===== src/rtl/mem_arbiter.sv =====
// Two-port RAM arbiter: CPU has priority, a starvation counter guarantees DMA a slot.
// Every access runs IDLE -> ADDR -> DATA -> DONE with all RAM-side signals registered.
module mem_arbiter #(
  parameter int unsigned ADDR_WIDTH   = 8,
  parameter int unsigned DATA_WIDTH   = 8,
  parameter int unsigned STARVE_LIMIT = 3
) (
  input  logic                  i_clk,
  input  logic                  i_rst_n,
  input  logic                  i_cpu_req,
  input  logic                  i_cpu_we,
  input  logic [ADDR_WIDTH-1:0] i_cpu_addr,
  input  logic [DATA_WIDTH-1:0] i_cpu_wdata,
  output logic [DATA_WIDTH-1:0] o_cpu_rdata,
  output logic                  o_cpu_ack,
  input  logic                  i_dma_req,
  input  logic                  i_dma_we,
  input  logic [ADDR_WIDTH-1:0] i_dma_addr,
  input  logic [DATA_WIDTH-1:0] i_dma_wdata,
  output logic [DATA_WIDTH-1:0] o_dma_rdata,
  output logic                  o_dma_ack,
  output logic [ADDR_WIDTH-1:0] o_mem_addr,
  output logic [DATA_WIDTH-1:0] o_mem_wdata,
  output logic                  o_mem_we,
  output logic                  o_mem_oe,
  input  logic [DATA_WIDTH-1:0] i_mem_rdata,
  output logic                  o_grant_dma,
  output logic                  o_busy
);

  typedef enum logic [1:0] {StIdle, StAddr, StData, StDone} state_e;

  localparam logic [3:0] StarveLimit = 4'(STARVE_LIMIT);

  state_e                r_state;
  logic                  r_we;
  logic [3:0]            r_starve;
  logic [ADDR_WIDTH-1:0] r_mem_addr;
  logic [DATA_WIDTH-1:0] r_mem_wdata;
  logic                  r_mem_we;
  logic                  r_mem_oe;
  logic [DATA_WIDTH-1:0] r_cpu_rdata;
  logic [DATA_WIDTH-1:0] r_dma_rdata;
  logic                  r_cpu_ack;
  logic                  r_dma_ack;
  logic                  r_grant_dma;
  logic                  r_busy;

  logic                  w_sel_dma;
  logic                  w_sel_we;
  logic [ADDR_WIDTH-1:0] w_sel_addr;
  logic [DATA_WIDTH-1:0] w_sel_wdata;

  // DMA wins only when the CPU is idle or the DMA port has waited out its limit.
  assign w_sel_dma   = i_dma_req && (!i_cpu_req || (r_starve == StarveLimit));
  assign w_sel_we    = w_sel_dma ? i_dma_we    : i_cpu_we;
  assign w_sel_addr  = w_sel_dma ? i_dma_addr  : i_cpu_addr;
  assign w_sel_wdata = w_sel_dma ? i_dma_wdata : i_cpu_wdata;

  always_ff @(posedge i_clk or negedge i_rst_n) begin
    if (!i_rst_n) begin
      r_state     <= StIdle;
      r_we        <= 1'b0;
      r_starve    <= '0;
      r_mem_addr  <= '0;
      r_mem_wdata <= '0;
      r_mem_we    <= 1'b0;
      r_mem_oe    <= 1'b0;
      r_cpu_rdata <= '0;
      r_dma_rdata <= '0;
      r_cpu_ack   <= 1'b0;
      r_dma_ack   <= 1'b0;
      r_grant_dma <= 1'b0;
      r_busy      <= 1'b0;
    end else begin
      r_cpu_ack <= 1'b0;
      r_dma_ack <= 1'b0;
      unique case (r_state)
        StIdle: begin
          if (!i_dma_req) r_starve <= '0;
          if (i_cpu_req || i_dma_req) begin
            r_grant_dma <= w_sel_dma;
            r_we        <= w_sel_we;
            r_mem_addr  <= w_sel_addr;
            r_mem_wdata <= w_sel_wdata;
            r_mem_oe    <= !w_sel_we;
            r_busy      <= 1'b1;
            r_state     <= StAddr;
            if (w_sel_dma) begin
              r_starve <= '0;
            end else if (i_dma_req && (r_starve < StarveLimit)) begin
              r_starve <= r_starve + 4'd1;
            end
          end
        end
        StAddr: begin
          r_mem_we <= r_we;
          r_state  <= StData;
        end
        StData: begin
          r_mem_we <= 1'b0;
          r_mem_oe <= 1'b0;
          if (!r_we) begin
            if (r_grant_dma) r_dma_rdata <= i_mem_rdata;
            else             r_cpu_rdata <= i_mem_rdata;
          end
          if (r_grant_dma) r_dma_ack <= 1'b1;
          else             r_cpu_ack <= 1'b1;
          r_state <= StDone;
        end
        StDone: begin
          r_busy  <= 1'b0;
          r_state <= StIdle;
        end
        default: r_state <= StIdle;
      endcase
    end
  end

  assign o_mem_addr  = r_mem_addr;
  assign o_mem_wdata = r_mem_wdata;
  assign o_mem_we    = r_mem_we;
  assign o_mem_oe    = r_mem_oe;
  assign o_cpu_rdata = r_cpu_rdata;
  assign o_dma_rdata = r_dma_rdata;
  assign o_cpu_ack   = r_cpu_ack;
  assign o_dma_ack   = r_dma_ack;
  assign o_grant_dma = r_grant_dma;
  assign o_busy      = r_busy;

endmodule


===== config.mk =====
export PLATFORM = sky130hd
export DESIGN_NAME = mem_arbiter
export DESIGN_NICKNAME = d
export VERILOG_FILES = /design/src/rtl/mem_arbiter.sv
export SDC_FILE = /design/constraint.sdc
export NUM_CORES = 1
export LEC_CHECK = 0
export CAP_MARGIN = 20
export CORE_UTILIZATION = 42
export DETAILED_ROUTE_END_ITERATION = 12
export GPL_ROUTABILITY_DRIVEN = 0
export PLACE_DENSITY = 0.8
export SLEW_MARGIN = 10
export SYNTH_ARGS = -nofsm -noshare
export SYNTH_HDL_FRONTEND = slang
export SYNTH_SLANG_ARGS = --single-unit
export TNS_END_PERCENT = 1

===== constraint.sdc =====
create_clock -name i_clk -period 1.9 [get_ports i_clk]
set_input_delay 0.285 -clock i_clk [delete_from_list [all_inputs] [get_ports i_clk]]
set_output_delay 0.285 -clock i_clk [all_outputs]
set_load 0.01 [all_outputs]

; Word-level counts from Yosys, hierarchy flattened
; Cells that the tools add are included.
[classes]
add_sub_neg = 1
order_cmp = 1
eq_ne = 5
mux = 18
n_bitwise = 2
n_reduce_logical = 15
[ops]
columns = operator, count
row1 = 4-bit two-way mux, 4
row2 = 8-bit two-way mux, 2
row3 = 2-bit one-hot mux with 4 select lines, 1
row4 = 1-bit two-way mux, 7
row5 = 1-bit one-hot mux with 2 select lines, 3
row6 = 2-bit AND reduction, 3
row7 = 3-bit AND reduction, 2
row8 = 2-bit nonzero test, 3
row9 = "4-bit by 1-bit adder with 4-bit output, second input constant", 1
row10 = "2-bit equality test, second input constant", 2
row11 = "4-bit by 2-bit equality test with 1-bit output, second input constant", 1
row12 = "4-bit by 2-bit < comparator with 1-bit output, second input constant", 1
row13 = "2-bit by 1-bit equality test with 1-bit output, second input constant", 1
row14 = 1-bit logical AND, 2
row15 = 1-bit logical NOT, 2
row16 = 2-bit logical NOT, 1
row17 = 1-bit logical OR, 2
row18 = 2-bit two-way mux, 1
row19 = "2-bit != test, second input constant", 1
row20 = 1-bit inverter, 2
[word_totals]
register_bits = 45
input_bits = 46
output_inout_bits = 38
wordCells = 55

; Longest topological paths before layout
[logic_depth]
word_depth = 7
ltp_mapped = 7
ltp_nobuf = 5

; Least setup slack after synthesis
; No wires, ideal clock.
[synth_path]
kind = reg2reg
from = register r_starve[0]
to = register r_mem_addr[0], in the netlist o_mem_addr[0]
setup_ns = 0.126
arrival_time_ns = 1.507
required_ns = 1.774
setup_slack_ns = 0.267
stages_incl_launch_ff = 7
n_path_buf = 2
period_less_slack_ns = 1.633
cell_sequence = dfrtp_1 ha_1 nor3b_1 o211a_1 buf_6 buf_6 a221o_1
[synth_via]
elab_chain_cells = 4
[synth_lines]
columns = item, line_no
row1 = "start, declared", 37  ; logic [3:0] r_starve;
row2 = "start signal, assigned", 92  ; r_starve <= r_starve + 4'd1;
row3 = 4-bit by 2-bit equality test with 1-bit output, 55  ; assign w_sel_dma = i_dma_req && (!i_cpu_req || (r_starve == StarveLimit));
row4 = 1-bit logical OR, 55
row5 = 1-bit logical AND, 55
row6 = 8-bit two-way mux, 57  ; assign w_sel_addr = w_sel_dma ? i_dma_addr : i_cpu_addr;
row7 = "end signal, assigned", 84  ; r_mem_addr <= w_sel_addr;
row8 = "end, declared", 38  ; logic [ADDR_WIDTH-1:0] r_mem_addr;
; No other way between the ends.
; A chain may end at the register's enable or synchronous reset.

; Worst setup path after layout
[layout_path]
from = register r_starve[0]
to = register r_mem_wdata[6], in the netlist o_mem_wdata[6]
[layout_via]
elab_chain_cells = 4
[layout_lines]
columns = item, line_no
row1 = 4-bit by 2-bit equality test with 1-bit output, 55
row2 = 1-bit logical OR, 55
row3 = 1-bit logical AND, 55
row4 = 8-bit two-way mux, 58  ; assign w_sel_wdata = w_sel_dma ? i_dma_wdata : i_cpu_wdata;
row5 = "end signal, assigned", 85  ; r_mem_wdata <= w_sel_wdata;
row6 = "end, declared", 39  ; logic [DATA_WIDTH-1:0] r_mem_wdata;
; No other way between the ends.

==> results.cfg <==
[global_route]
antenna_found_initial = 0
grt_pass1_vias = 1425
grt.total_usage = 0.182
grt_max_degree = 27
grt_pass1_wl_mm = 7.00
gr-total-overflow = 0

[critical_path]
worst-setup-path-type = reg2reg
r2r_cells = 4
crit_fanout = 17
arrival_ns = 1.96
required_ns = 2.08
cp-start-kind = register
cp-end-kind = register

[clock_network]
postCtsSetupRepairBufs = 0
cts_sinks = 45
clk_pin_slew_ns = 0.09
cts_resized = 0
ctsHoldBuffers = 1
h-tree-depth = 2
cts_tree = done
cts_max_path_buffers = 2
insertion_delay_ns = 0.30
cts_root_buf = clkbuf_8
cts_buffers = 5

[flow_run]
drv_cap = 0

[die]
start_util = 0.441
fp.dieW_um = 69.9
die_height_um = 69.9
ios = 84
design.core.area_um2 = 4380
die_area_um2 = 4880
rows = 24

[placement]
io_buffers = 83
hpwl_mm = 3.22
placed_area_um2 = 2810

[detailed_routing]
first_pass_iters = 5
wire_per_inst_um = 15.0
ant_nets = 0
drtIter0Drc = 60
num_vias = 1523
wl_mm = 4.33
via_per_inst = 5.27
post-route-drc-count = 0

[pwr]
p_per_area_nw_per_um2 = 1530
leakage_nw = 1.27
ir_worst_vdd_uv = 852

[final_layout]
final_common_cell = clkdlybuf4s50_1
area_growth_pct = 51.9
stdcell_area_um2 = 2940
n_antenna_cell = 0
drive_gt1_frac = 0.143
nFillCells = 354
nets = 286
final_util = 0.670
final_cell_mix = 82 x clkdlybuf4s50_1, 45 x dfrtp_1, 17 x and2_1, 16 x mux2_2, 16 x a221o_1

[timing]
clock_skew_ns = 0.00806
slew_viol_final = 0
tns_ns = 0
rsz0062_at_grt = false
fmax_ghz = 0.562
final_hold_viol_count = 0
worstMarginPinSlew_ns = 0.566
finalSetupViolCount = 0
period_minus_slack_ns = 1.78
slew_headroom = 0.623
fin_crit_sh = 0.936

[status]
status = finished clean

[yosys]
avgSynthCellArea_um2 = 13.2
syn-cell-area_um2 = 1930
synth_edf_count = 0
yosysWarningCount = 0
syn_inst = 146
synthFlopType = dfrtp_1
synthDistinctLibCells = 33
ys_seq_area_frac = 0.582
synth_fp_nets = 196
async_flop_share = 1.00
ys_ff_latch = 45

[worst_hold_path]
hold_path.class = in2async
where the power goes:
part | leakage, nW | internal [W] | switching, W | total, W
Sequential | 0.554 | 0.00140 | 0.000234 | 0.00164
Combinational | 0.658 | 0.00132 | 0.000816 | 0.00213
Clock | 0.0543 | 0.000393 | 0.000328 | 0.000721
worst max-delay path: stages (launching register included):
cell and delay (ns):
dfrtp_1 0.39, ha_1 0.24, nor3b_1 0.17, o211a_1 0.42
a221o_1 0.44
synth_stat cells, types with 2 or more instances:
cell,instances,area (µm²)
a21boi_0,2,15.0
a221o_1,16,160
a31oi_1,2,12.5
and2_1,17,106
buf_2,2,10.0
buf_4,2,15.0
buf_6,3,33.8
dfrtp_1,45,1130
ha_1,4,50.1
inv_1,3,11.3
mux2_2,16,180
nand2_1,5,18.8
nand2b_1,3,18.8
nor2_1,3,11.3
nor2b_1,2,12.5
o21ai_0,4,20.0
registers in the layout, indices dropped and copies added, names as in the netlist:
signal	cells
r_state	2
o_mem_we	1
o_mem_wdata	8
o_dma_ack	1
o_mem_oe	1
o_dma_rdata	8
o_mem_addr	8
r_starve	4
o_cpu_ack	1
r_we	1
o_cpu_rdata	8
o_busy	1
o_grant_dma	1
metrics by stage:
stage               instances  power (W)  hold slack, ns  worst slack, ns
finish                    289    0.00449           0.499            0.122
global route              289    0.00477           0.524           0.0205
CTS                       289    0.00454           0.501            0.111
detailed placement        280    0.00380           0.306           0.0414
global placement          280    0.00375           0.300           0.0871
floorplan                 146    0.00271         -0.0106            0.267
cell families after synthesis:
kind of cell | synth area share
buffers and inverters | 0.0407
AOI/OAI and AO/OA | 0.150
adders and majority gates | 0.0259
DFF | 0.582
and+or+nand+nor | 0.102
muxes | 0.0990
final timing paths:
kind | startpoint | end | slack, ns
worst max-delay path | r_starve[0] | o_mem_wdata[6] | 0.12
worst max register to register | r_starve[0] | o_mem_wdata[6] | 0.12
worst min register to register | o_mem_oe | o_mem_oe | 0.50
max in group asynchronous | i_rst_n | r_we | 0.81
worst min-delay path | i_rst_n | o_dma_rdata[6] | 0.50
min in group i_clk | o_mem_oe | o_mem_oe | 0.50
cell type report:
type / instances / area, µm² / share of cell area
Multi-Input combinational cell: 89 / 729 / 0.248
Timing Repair Buffer: 91 / 888 / 0.302
Clock buffer: 5 / 68.8 / 0.0234
Inverter: 4 / 15.0 / 0.00511
Clock inverter: 3 / 46.3 / 0.0158
Tap cell: 52 / 65.1 / 0.0221
Sequential cell: 45 / 1130 / 0.383
routing by layer:
metal / wire length (µm) / track usage / up-vias
met5: 0 / 0 / -
met4: 21 / 0.0333 / 0
met3: 343 / 0.0592 / 4
met2: 1910 / 0.267 / 74
met1: 2060 / 0.268 / 724
li1: - / - / 721
Power figures use the tool's default switching activity.
